### config.mk
export PLATFORM = sky130hd
export DESIGN_NAME = sram22_bist_march_flat
export DESIGN_NICKNAME = d
export VERILOG_FILES = /design/src/rtl/sram22_bist_march_pkg.sv /design/src/rtl/sram22_bist_march_if.sv /design/src/rtl/sram22_bist_addr_gen.sv /design/src/rtl/sram22_bist_march.sv /design/src/flat_wrapper.sv
export SDC_FILE = /design/constraint.sdc
export NUM_CORES = 1
export LEC_CHECK = 0
export ABC_AREA = 0
export CORE_MARGIN = 3
export CORE_UTILIZATION = 43
export DETAILED_ROUTE_END_ITERATION = 7
export GPL_TIMING_DRIVEN = 0
export PLACE_DENSITY_LB_ADDON = 0.2
export RECOVER_POWER = 100
export SLEW_MARGIN = 20
export SYNTH_ARGS = -nofsm -noshare
export SYNTH_HDL_FRONTEND = slang
export SYNTH_SLANG_ARGS = --single-unit
### constraint.sdc
create_clock -name clk -period 2.1 [get_ports clk]
set_input_delay 0.42 -clock clk [delete_from_list [all_inputs] [get_ports clk]]
set_output_delay 0.42 -clock clk [all_outputs]
set_load 0.01 [all_outputs]
### src/rtl/sram22_bist_march_pkg.sv
// Shared types and the March C- element table for the sram22 BIST initiator.
package sram22_bist_pkg;

    typedef enum logic [1:0] {OP_R0, OP_R1, OP_W0, OP_W1} op_t;

    typedef enum logic [1:0] {IDLE, RUN, DONE} state_t;

    localparam int NUM_ELEMS = 6;

    typedef struct packed {
        logic       down;
        logic [1:0] num_ops;
        op_t        op0;
        op_t        op1;
    } elem_t;

    // March C-: {w0} up, {r0,w1} up, {r1,w0} up, {r0,w1} down, {r1,w0} down, {r0} up
    localparam elem_t MARCH_TABLE [NUM_ELEMS] = '{
        '{1'b0, 2'd1, OP_W0, OP_W0},
        '{1'b0, 2'd2, OP_R0, OP_W1},
        '{1'b0, 2'd2, OP_R1, OP_W0},
        '{1'b1, 2'd2, OP_R0, OP_W1},
        '{1'b1, 2'd2, OP_R1, OP_W0},
        '{1'b0, 2'd1, OP_R0, OP_R0}
    };

    function automatic logic op_is_read(input op_t op);
        return (op == OP_R0) || (op == OP_R1);
    endfunction

    function automatic logic op_is_one(input op_t op);
        return (op == OP_R1) || (op == OP_W1);
    endfunction

endpackage

### src/rtl/sram22_bist_march_if.sv
// Single-port sram22 macro port; the BIST is the master, the macro the slave.
interface sram22_bist_march_if #(
    parameter int DATA_WIDTH  = 32,
    parameter int ADDR_WIDTH  = 9,
    parameter int WMASK_WIDTH = 4
);

    logic                   we;
    logic [WMASK_WIDTH-1:0] wmask;
    logic [ADDR_WIDTH-1:0]  addr;
    logic [DATA_WIDTH-1:0]  din;
    logic [DATA_WIDTH-1:0]  dout;

    modport master (output we, wmask, addr, din, input dout);
    modport slave  (input we, wmask, addr, din, output dout);

endinterface

### src/rtl/sram22_bist_addr_gen.sv
// Up/down word address counter; load picks the start address for the direction.
module sram22_bist_addr_gen #(
    parameter int ADDR_WIDTH = 9
) (
    input  logic                  clk,
    input  logic                  rstb,
    input  logic                  load,
    input  logic                  load_down,
    input  logic                  step,
    output logic [ADDR_WIDTH-1:0] addr,
    output logic                  last
);

    logic down;

    always_ff @(posedge clk or negedge rstb) begin
        if (!rstb) begin
            addr <= '0;
            down <= 1'b0;
        end else if (load) begin
            down <= load_down;
            addr <= load_down ? '1 : '0;
        end else if (step) begin
            addr <= down ? addr - ADDR_WIDTH'(1) : addr + ADDR_WIDTH'(1);
        end
    end

    assign last = down ? (addr == '0) : (addr == '1);

endmodule

### src/rtl/sram22_bist_march.sv
// March C- BIST initiator: drives one sram22 macro through six march elements
// and records pass/fail plus the first failing location.
module sram22_bist_march
    import sram22_bist_pkg::*;
#(
    parameter int                    DATA_WIDTH  = 32,
    parameter int                    ADDR_WIDTH  = 9,
    parameter int                    WMASK_WIDTH = 4,
    parameter logic [DATA_WIDTH-1:0] BACKGROUND  = '0
) (
    input  logic                  clk,
    input  logic                  rstb,
    input  logic                  start,
    output logic                  busy,
    output logic                  done,
    output logic                  fail,
    output logic [15:0]           fail_count,
    output logic [ADDR_WIDTH-1:0] fail_addr,
    output logic [2:0]            fail_elem,
    output logic [DATA_WIDTH-1:0] fail_data,
    sram22_bist_march_if.master   sram
);

    state_t state, state_next;
    logic draining, draining_next;
    logic [2:0] elem, elem_next;
    logic op_idx, op_next;

    logic ag_load, ag_load_down, ag_step, ag_last;
    logic [ADDR_WIDTH-1:0] ag_addr;

    elem_t cur;
    op_t   cur_op;
    logic  active;
    logic  start_accept;

    logic                  pipe_valid;
    logic [DATA_WIDTH-1:0] pipe_exp;
    logic [ADDR_WIDTH-1:0] pipe_addr;
    logic [2:0]            pipe_elem;

    assign cur          = MARCH_TABLE[elem];
    assign cur_op       = op_idx ? cur.op1 : cur.op0;
    assign active       = (state == RUN) && !draining;
    assign start_accept = start && (state != RUN);

    sram22_bist_addr_gen #(.ADDR_WIDTH(ADDR_WIDTH)) u_addr_gen (
        .clk       (clk),
        .rstb      (rstb),
        .load      (ag_load),
        .load_down (ag_load_down),
        .step      (ag_step),
        .addr      (ag_addr),
        .last      (ag_last)
    );

    always_ff @(posedge clk or negedge rstb) begin
        if (!rstb) begin
            state    <= IDLE;
            draining <= 1'b0;
            elem     <= '0;
            op_idx   <= 1'b0;
        end else begin
            state    <= state_next;
            draining <= draining_next;
            elem     <= elem_next;
            op_idx   <= op_next;
        end
    end

    // After the final op is issued, one extra RUN cycle lets its compare resolve.
    always_comb begin
        state_next    = state;
        draining_next = draining;
        elem_next     = elem;
        op_next       = op_idx;
        ag_load       = 1'b0;
        ag_load_down  = 1'b0;
        ag_step       = 1'b0;

        busy       = (state == RUN);
        done       = (state == DONE);
        sram.we    = 1'b0;
        sram.wmask = '0;
        sram.addr  = '0;
        sram.din   = '0;

        case (state)
            IDLE, DONE: begin
                if (start) begin
                    state_next    = RUN;
                    draining_next = 1'b0;
                    elem_next     = '0;
                    op_next       = 1'b0;
                    ag_load       = 1'b1;
                    ag_load_down  = MARCH_TABLE[0].down;
                end
            end
            RUN: begin
                if (draining) begin
                    state_next    = DONE;
                    draining_next = 1'b0;
                end else if ((cur.num_ops == 2'd2) && !op_idx) begin
                    op_next = 1'b1;
                end else begin
                    op_next = 1'b0;
                    if (!ag_last) begin
                        ag_step = 1'b1;
                    end else if (elem == 3'(NUM_ELEMS - 1)) begin
                        draining_next = 1'b1;
                    end else begin
                        elem_next    = elem + 3'd1;
                        ag_load      = 1'b1;
                        ag_load_down = MARCH_TABLE[elem + 3'd1].down;
                    end
                end
            end
            default: state_next = IDLE;
        endcase

        if (active) begin
            sram.addr = ag_addr;
            if (!op_is_read(cur_op)) begin
                sram.we    = 1'b1;
                sram.wmask = {WMASK_WIDTH{1'b1}};
                sram.din   = op_is_one(cur_op) ? ~BACKGROUND : BACKGROUND;
            end
        end
    end

    // Read data arrives one cycle after the macro samples the read, so the
    // expectation rides a one-stage pipeline alongside it.
    always_ff @(posedge clk or negedge rstb) begin
        if (!rstb) begin
            pipe_valid <= 1'b0;
            pipe_exp   <= '0;
            pipe_addr  <= '0;
            pipe_elem  <= '0;
            fail       <= 1'b0;
            fail_count <= '0;
            fail_addr  <= '0;
            fail_elem  <= '0;
            fail_data  <= '0;
        end else begin
            pipe_valid <= active && op_is_read(cur_op);
            pipe_exp   <= op_is_one(cur_op) ? ~BACKGROUND : BACKGROUND;
            pipe_addr  <= ag_addr;
            pipe_elem  <= elem;

            if (start_accept) begin
                fail       <= 1'b0;
                fail_count <= '0;
                fail_addr  <= '0;
                fail_elem  <= '0;
                fail_data  <= '0;
            end else if (pipe_valid && (sram.dout != pipe_exp)) begin
                fail <= 1'b1;
                if (fail_count != 16'hFFFF) begin
                    fail_count <= fail_count + 16'd1;
                end
                if (!fail) begin
                    fail_addr <= pipe_addr;
                    fail_elem <= pipe_elem;
                    fail_data <= sram.dout;
                end
            end
        end
    end

endmodule

### src/flat_wrapper.sv
// flat-port wrapper written by rule: the top's interface ports become plain ports
module sram22_bist_march_flat import sram22_bist_pkg::*;
#(
    parameter int                    DATA_WIDTH  = 32,
    parameter int                    ADDR_WIDTH  = 9,
    parameter int                    WMASK_WIDTH = 4,
    parameter logic [DATA_WIDTH-1:0] BACKGROUND  = '0
)
  (clk, rstb, start, busy, done, fail, fail_count, fail_addr, fail_elem, fail_data, sram_we, sram_wmask, sram_addr, sram_din, sram_dout);
  sram22_bist_march_if #(.DATA_WIDTH(DATA_WIDTH), .ADDR_WIDTH(ADDR_WIDTH), .WMASK_WIDTH(WMASK_WIDTH)) sram_i ();
  input  logic clk;
  input  logic rstb;
  input  logic start;
  output logic busy;
  output logic done;
  output logic fail;
  output logic [15:0] fail_count;
  output logic [ADDR_WIDTH-1:0] fail_addr;
  output logic [2:0] fail_elem;
  output logic [DATA_WIDTH-1:0] fail_data;
  output wire logic [$bits(sram_i.we)-1:0] sram_we;
  output wire logic [$bits(sram_i.wmask)-1:0] sram_wmask;
  output wire logic [$bits(sram_i.addr)-1:0] sram_addr;
  output wire logic [$bits(sram_i.din)-1:0] sram_din;
  input wire logic [$bits(sram_i.dout)-1:0] sram_dout;
  assign sram_we = sram_i.we;
  assign sram_wmask = sram_i.wmask;
  assign sram_addr = sram_i.addr;
  assign sram_din = sram_i.din;
  assign sram_i.dout = sram_dout;
  sram22_bist_march #(.DATA_WIDTH(DATA_WIDTH), .ADDR_WIDTH(ADDR_WIDTH), .WMASK_WIDTH(WMASK_WIDTH), .BACKGROUND(BACKGROUND)) u_core (.clk(clk), .rstb(rstb), .start(start), .busy(busy), .done(done), .fail(fail), .fail_count(fail_count), .fail_addr(fail_addr), .fail_elem(fail_elem), .fail_data(fail_data), .sram(sram_i));
endmodule
# After elaboration in Yosys (flattened, before gate mapping)
# Memories as Yosys holds them, arrays and structs flattened.
# Index checks and enable logic that the tools add are counted.
# totals
romBits,112
mem_bits_rw,0
in_bits,35
latchBits,0
n_memories,2
output_inout_bits,109
ff_bits,123
# classes
n_addsub,4
eq_ne,17
n_div,0
n_lt_le_gt_ge,2
multipliers,0
n_reduce_logical,23
muxes,65
bitwise,2
n_shift,0
# mem_list
name,depth,width,read_ports,rd_ports_with_merged_regs,wr,line_no,source
(name not given),8,7,1,0,0,sram22_bist_march.sv:42,assign cur = MARCH_TABLE[elem];
(name not given),8,7,1,0,0,sram22_bist_march.sv:114,ag_load_down = MARCH_TABLE[elem + 3'd1].down;
# ops
cell,n
32-bit 2-to-1 mux,6
9-bit 2-to-1 mux,8
16-bit 2-to-1 mux,3
32-bit != test,1
1-bit 2-to-1 mux,26
3-bit 2-to-1 mux,8
16-bit by 1-bit adder with 16-bit output (second input constant),1
16-bit != test (second input constant),1
7-bit 2-to-1 mux,2
6-bit 2-to-1 mux,2
2-bit != test (second input constant),5
9-bit by 1-bit adder with 9-bit output (second input constant),1
9-bit == test (second input constant),1
9-bit logical NOT,1
9-bit by 1-bit subtractor with 9-bit output (second input constant),1
4-bit greater-or-equal comparator (second input constant),2
4-bit 2-to-1 mux,2
3-bit NOT with 4-bit output,2
2-bit AND reduction,4
2-bit nonzero test,4
2-bit == test (second input constant),3
2-bit 2-to-1 mux,3
2-bit by 1-bit != test with 1-bit output (second input constant),3
1-bit case mux with 2 select lines,3
other kinds (12),20

# Depth between registers and ports, before layout
# depth
depth_word,12
mapped_depth,9
mapped_depth_nobuf,8

# Hierarchy
# A second synthesis with hierarchy kept.
# hier_totals
cells_unflattened,541
hier_area_um2,4899.7
# by_module_without_submodules
module,n_inst,area_per_inst_um2,cells_each
sram22_bist_march,1,4067.7,444
sram22_bist_addr_gen,1,832.0,97

# Worst setup path before layout
# OpenSTA, ideal clock, no wires.
# synth_path
kind,reg2out
startpoint,reg u_core.state[1]
endpoint,out sram_din[10]
stages_incl_launch_ff,7
t_arrival_ps,1930
required_time_ps,1680
path_slack_ps,-250
n_path_buf,3
path_cell_list,dfrtp_1 -> nand2b_1 -> clkbuf_1 -> nor2_1 -> clkbuf_1 -> and3_1 -> buf_4
# synth_between
elab_chain_len,3
# synth_rtl
element,line_no,source
"start, declared",sram22_bist_march.sv:24,"state_t state, state_next;"
"start signal, assigned",sram22_bist_march.sv:64,state <= state_next;
2-bit by 1-bit == test with 1-bit output,sram22_bist_march.sv:44,assign active = (state == RUN) && !draining;
1-bit logical AND,sram22_bist_march.sv:44,
32-bit 2-to-1 mux,sram22_bist_march.sv:121,if (active) begin
"end, declared",flat_wrapper.sv:24,output wire logic [$bits(sram_i.din)-1:0] sram_din;
# Every way passes these cells.

# Final worst setup path
# layout_path
startpoint,reg u_core.elem[1]
endpoint,out sram_din[29]
# layout_between
elab_chain_len,10
elab_cells_between_ends,13
cone_classes,eq/ne (2); mux (6); bitwise (1); reduce/logical (3); memory (1)
# layout_rtl
element,line_no,source
"start, declared",sram22_bist_march.sv:26,"logic [2:0] elem, elem_next;"
"start signal, assigned",sram22_bist_march.sv:66,elem <= elem_next;
3-bit NOT with 4-bit output (not written as such) (*),sram22_bist_march.sv:42,
memory 8 x 7 bit (*),--,
6-bit 2-to-1 mux (not written as such) (*) (2 in a row),sram22_bist_march.sv:42,
2-bit 2-to-1 mux (*),sram22_bist_march.sv:43,assign cur_op = op_idx ? cur.op1 : cur.op0;
2-bit by 1-bit == test with 1-bit output or 2-bit == test (tied branches),"sram22_bist_march_pkg.sv:28, sram22_bist_march_pkg.sv:32",
1-bit logical OR,sram22_bist_march_pkg.sv:32,return (op == OP_R1) || (op == OP_W1);
32-bit 2-to-1 mux,sram22_bist_march.sv:126,sram.din = op_is_one(cur_op) ? ~BACKGROUND : BACKGROUND;
32-bit 2-to-1 mux (*),sram22_bist_march.sv:123,if (!op_is_read(cur_op)) begin
32-bit 2-to-1 mux (*),sram22_bist_march.sv:121,
# Mark *: on every way between the ends. The rest lies on a longest branch, timed or not. The select of a mux whose other input is x is not followed.

==> insert_results.sql <==
INSERT INTO impl_metrics (metric_group, metric, value, unit) VALUES
('setup_path', 'critical_path.most_common_cell', 'sky130_fd_sc_hd__buf_6', ''),
('placement', 'half_perimeter_wire_length_after_detailed_placement', '9.09', 'mm'),
('setup_path', 'critical_path_buf_inv_count', '4', ''),
('setup_path', 'timing.critical_path.max_delay_family', 'flip-flops', ''),
('global_route', 'grt_antenna_before_repair', '0', ''),
('synthesis', 'synthesis.yosys.warnings', '0', ''),
('timing', 'fin_tns_setup', '-6.88', 'ns'),
('route', 'drt_pre_antenna_iters', '4', ''),
('route', 'ant_nets', '0', ''),
('timing', 'layout_setup_ws', '-0.280', 'ns'),
('clock_network', 'cts_buffers', '9', ''),
('clock_network', 'cts_buffer_depth', '2', ''),
('outcome', 'violations_in_the_final_reports', 'setup timing', ''),
('timing', 'setup_repair_after_global_routing_missed_its_margin', 'yes', ''),
('worst_hold_path', 'kind_of_path_behind_the_tightest_hold_check', 'input pin to flip-flop', ''),
('outcome', 'status', 'finished with violations', ''),
('route', 'detail_route.wirelength', '15.4', 'mm'),
('synthesis', 'post_synth_inst_count', '481', ''),
('synthesis', 'post_synth_edffs', '0', ''),
('timing', 'setup_viol_count_final', '43', ''),
('timing', 'worst_slew_pin_slew', '0.547', 'ns'),
('final_layout', 'layout.cells.non_filler', '835', ''),
('final_layout', 'syn_to_final_growth', '66.1', '%'),
('synthesis', 'ys_seq_elements', '92', ''),
('die', 'design.core.area', '11000', 'sq um'),
('synthesis', 'share_of_synthesized_registers_carrying_an_async_set_or_reset', '1.00', ''),
('setup_path', 'critical-path-max-stage-delay', '0.45', 'ns'),
('final_layout', 'nFillCells', '728', ''),
('clock_network', 'tritoncts_clock_tree', 'yes', ''),
('die', 'dieHeight', '113', 'um'),
('synthesis', 'yosysUniqueCellTypes', '52', ''),
('die', 'initial_core_utilization', '0.447', ''),
('timing', 'final.setup_skew', '0.00601', 'ns'),
('synthesis', 'synth_top_area_frac', '0.467', ''),
('setup_path', 'setup.worst_path.class', 'flip-flop to output pin', ''),
('setup_path', 'worstPathRequired', '1.68', 'ns'),
('setup_path', 'cp_cell_sequence', 'ha_4 > o311a_4 > and3_4 > buf_6 > buf_6 > buf_6 > buf_6', ''),
('setup_path', 'critPathMaxFanout', '5', ''),
('final_layout', 'nets', '738', ''),
('synthesis', 'synth.top_cells.by_area', 'sky130_fd_sc_hd__dfrtp_1 (47%), sky130_fd_sc_hd__mux2i_1 (9.3%), sky130_fd_sc_hd__buf_4 (5.3%)', ''),
('route', 'routed_wire_length_per_instance', '18.5', 'um'),
('synthesis', 'synth.largest_area_cell', 'sky130_fd_sc_hd__dfrtp_1', ''),
('setup_path', 'crit_path_end_kind', 'output pin', ''),
('clock_network', 'cts.htree.levels', '3', ''),
('die', 'pin_count', '144', ''),
('pwr', 'power_per_cell_area', '1400', 'nW/um^2'),
('synthesis', 'post-synth-top-count-cell', 'sky130_fd_sc_hd__dfrtp_1', ''),
('pwr', 'static-leakage-power', '3.92', 'nW'),
('global_route', 'vias_in_the_first_global_route', '4541', ''),
('global_route', 'maximum_number_of_pins_on_one_net_before_global_route_repair', '57', ''),
('placement', 'place.port_buffers', '143', ''),
('route', 'drt_iter0_drc', '215', ''),
('clock_network', 'ctsRootBufferMaster', 'sky130_fd_sc_hd__clkbuf_16', ''),
('final_layout', 'antenna_cells_inserted', '0', ''),
('timing', 'timing.final.crit_share', '1.13', ''),
('clock_network', 'cts.sink_count', '92', ''),
('timing', 'finalHoldViolations', '0', ''),
('placement', 'placedCellCount', '765', ''),
('synthesis', 'synthFlopType', 'sky130_fd_sc_hd__dfrtp_1', ''),
('setup_path', 'cpMaxStageDelayCell', 'sky130_fd_sc_hd__dfrtp_2', ''),
('synthesis', 'synth_seq_area_share', '0.467', ''),
('placement', 'weighted_congestion_reported_at_the_end_of_routability_driven_placement', '0.866', ''),
('timing', 'final_max_slew_viol_count', '0', ''),
('setup_path', 'timing.critical_path.from_type', 'flip-flop', ''),
('clock_network', 'insertion_delay', '0.34', 'ns'),
('synthesis', 'synthesis.area_per_instance', '10.2', 'sq um'),
('synthesis', 'syn_area', '4930', 'sq um'),
('route', 'dr_total_vias', '4533', ''),
('route', 'route.detailed.vias_per_inst', '5.43', ''),
('timing', 'clock.fmax', '420', 'MHz'),
('final_layout', 'drive_above_1_share', '0.371', '');
==> cell usage in the layout (no fill, tap or decap), types with 6 or more instances in the layout <==
cell | synthesis | routed
sky130_fd_sc_hd__buf_6 | 2 | 98
sky130_fd_sc_hd__dfrtp_1 | 92 | 86
sky130_fd_sc_hd__clkdlybuf4s50_1 | 0 | 65
sky130_fd_sc_hd__nor2_1 | 61 | 57
sky130_fd_sc_hd__mux2i_1 | 46 | 42
sky130_fd_sc_hd__buf_4 | 35 | 25
sky130_fd_sc_hd__nand2_1 | 25 | 23
sky130_fd_sc_hd__dlygate4sd2_1 | 0 | 22
sky130_fd_sc_hd__nand3_1 | 19 | 19
sky130_fd_sc_hd__clkbuf_16 | 0 | 12
sky130_fd_sc_hd__nand4_1 | 11 | 11
sky130_fd_sc_hd__and2_1 | 11 | 10
sky130_fd_sc_hd__o21ai_1 | 11 | 9
sky130_fd_sc_hd__and3_1 | 9 | 8
sky130_fd_sc_hd__or3_4 | 0 | 8
sky130_fd_sc_hd__a21oi_2 | 5 | 7
sky130_fd_sc_hd__o21ai_2 | 5 | 7
sky130_fd_sc_hd__ha_4 | 0 | 7
sky130_fd_sc_hd__clkdlybuf4s15_1 | 0 | 7
sky130_fd_sc_hd__o21ai_0 | 9 | 6
sky130_fd_sc_hd__mux2_2 | 6 | 6
sky130_fd_sc_hd__dfrtp_2 | 0 | 6
==> layer usage <==
layer  vias up  GRT usage  share of wire
met5         -          0              0
met4         0     0.0777          0.020
met3        32     0.0535          0.069
met2       182      0.395           0.52
met1      2220      0.275           0.39
li1       2099          -              -
==> worst paths after layout <==
kind	startpoint	endpoint	slack, ns	cells past startpoint
worst max-delay path	u_core.elem[1]	sram_din[29]	-0.28	7
worst min-delay path	sram_dout[18]	u_core.fail_data[18]	0.34	3
worst max register to register	u_core.u_addr_gen.addr[0]	u_core.u_addr_gen.addr[6]	-0.06	8
worst min register to register	u_core.pipe_addr[0]	u_core.fail_addr[0]	0.49	2
max in group asynchronous	rstb	u_core.elem[2]	0.96	3
min in group asynchronous	rstb	u_core.fail_data[24]	0.54	2
==> final cells by class <==
cell class	count	area, sq um	area share
buffer	45	468	0.0572
clock buffer	13	270	0.0330
tap	140	175	0.0214
multi-input combinational	327	2700	0.329
timing repair buffer	205	2160	0.264
sequential	92	2310	0.282
inverter	10	40.0	0.00489
clock inverter	3	67.6	0.00825
==> kinds of logic (layout without fill, tap and decap cells) <==
group                      Yosys count  in the layout  synth area share
AOI/OAI and AO/OA                   63             64            0.0886
xor gates and xnor gates             9              9            0.0160
adders and majority gates           13             13            0.0345
buffers and inverters               66            276            0.0955
DFF                                 92             92             0.467
muxes                               52             52             0.107
and+or+nand+nor                    186            189             0.191
==> worst register-to-register path: cells and delay by family (launching register included) <==
kind / cells / cell delay [ns]
adder cells (fa/ha/maj): 1 / 0.41
buffers and inverters: 1 / 0.12
AO/OA/AOI/OAI: 2 / 0.25
flip-flops: 1 / 0.56
AND/OR/NAND/NOR: 2 / 0.29
multiplexers: 1 / 0.26
XOR/XNOR: 1 / 0.15
==> per-stage QoR <==
| step | power [mW] | instance area, sq um | hold slack [ns] | utilization | setup WS [ns] |
|---|---|---|---|---|---|
| finish | 11.5 | 8190 | 0.342 | 0.742 | -0.280 |
| global route | 12.1 | 8190 | 0.363 | 0.742 | -0.329 |
| CTS | 10.9 | 7730 | 0.351 | 0.701 | -0.290 |
| detailed placement | 7.95 | 6570 | 0.341 | 0.595 | -0.968 |
| global placement | 7.82 | 6540 | 0.467 | 0.593 | -2.79 |
| floorplan | 5.50 | 4930 | 0.124 | - | -0.0596 |
==> state kept, by name, summed over array words and instances (netlist names) <==
| register | cells |
|---|---|
| u_core.draining | 1 |
| u_core.elem | 3 |
| u_core.fail | 1 |
| u_core.fail_addr | 9 |
| u_core.fail_count | 16 |
| u_core.fail_data | 32 |
| u_core.fail_elem | 3 |
| u_core.op_idx | 1 |
| u_core.pipe_addr | 9 |
| u_core.pipe_elem | 3 |
| u_core.pipe_exp | 1 |
| u_core.pipe_valid | 1 |
| u_core.state | 2 |
| u_core.u_addr_gen.addr | 9 |
| u_core.u_addr_gen.down | 1 |
==> power by group <==
part           internal (mW)  leakage, nW  total (mW)  switching (mW)
clock                   1.14        0.162        1.81           0.671
combinational           3.94         2.56        6.64            2.70
sequential              2.42         1.20        3.02           0.596
==> timing repair <==
item	in CTS	in global routing
gates cloned	6	5
hold buffers	1	0
resized for setup	348	84
endpoints found under the hold margin	36	0
pin swaps	26	41
setup endpoints to repair	118	107
setup buffers	42	14
Power figures use the tool's default switching activity.
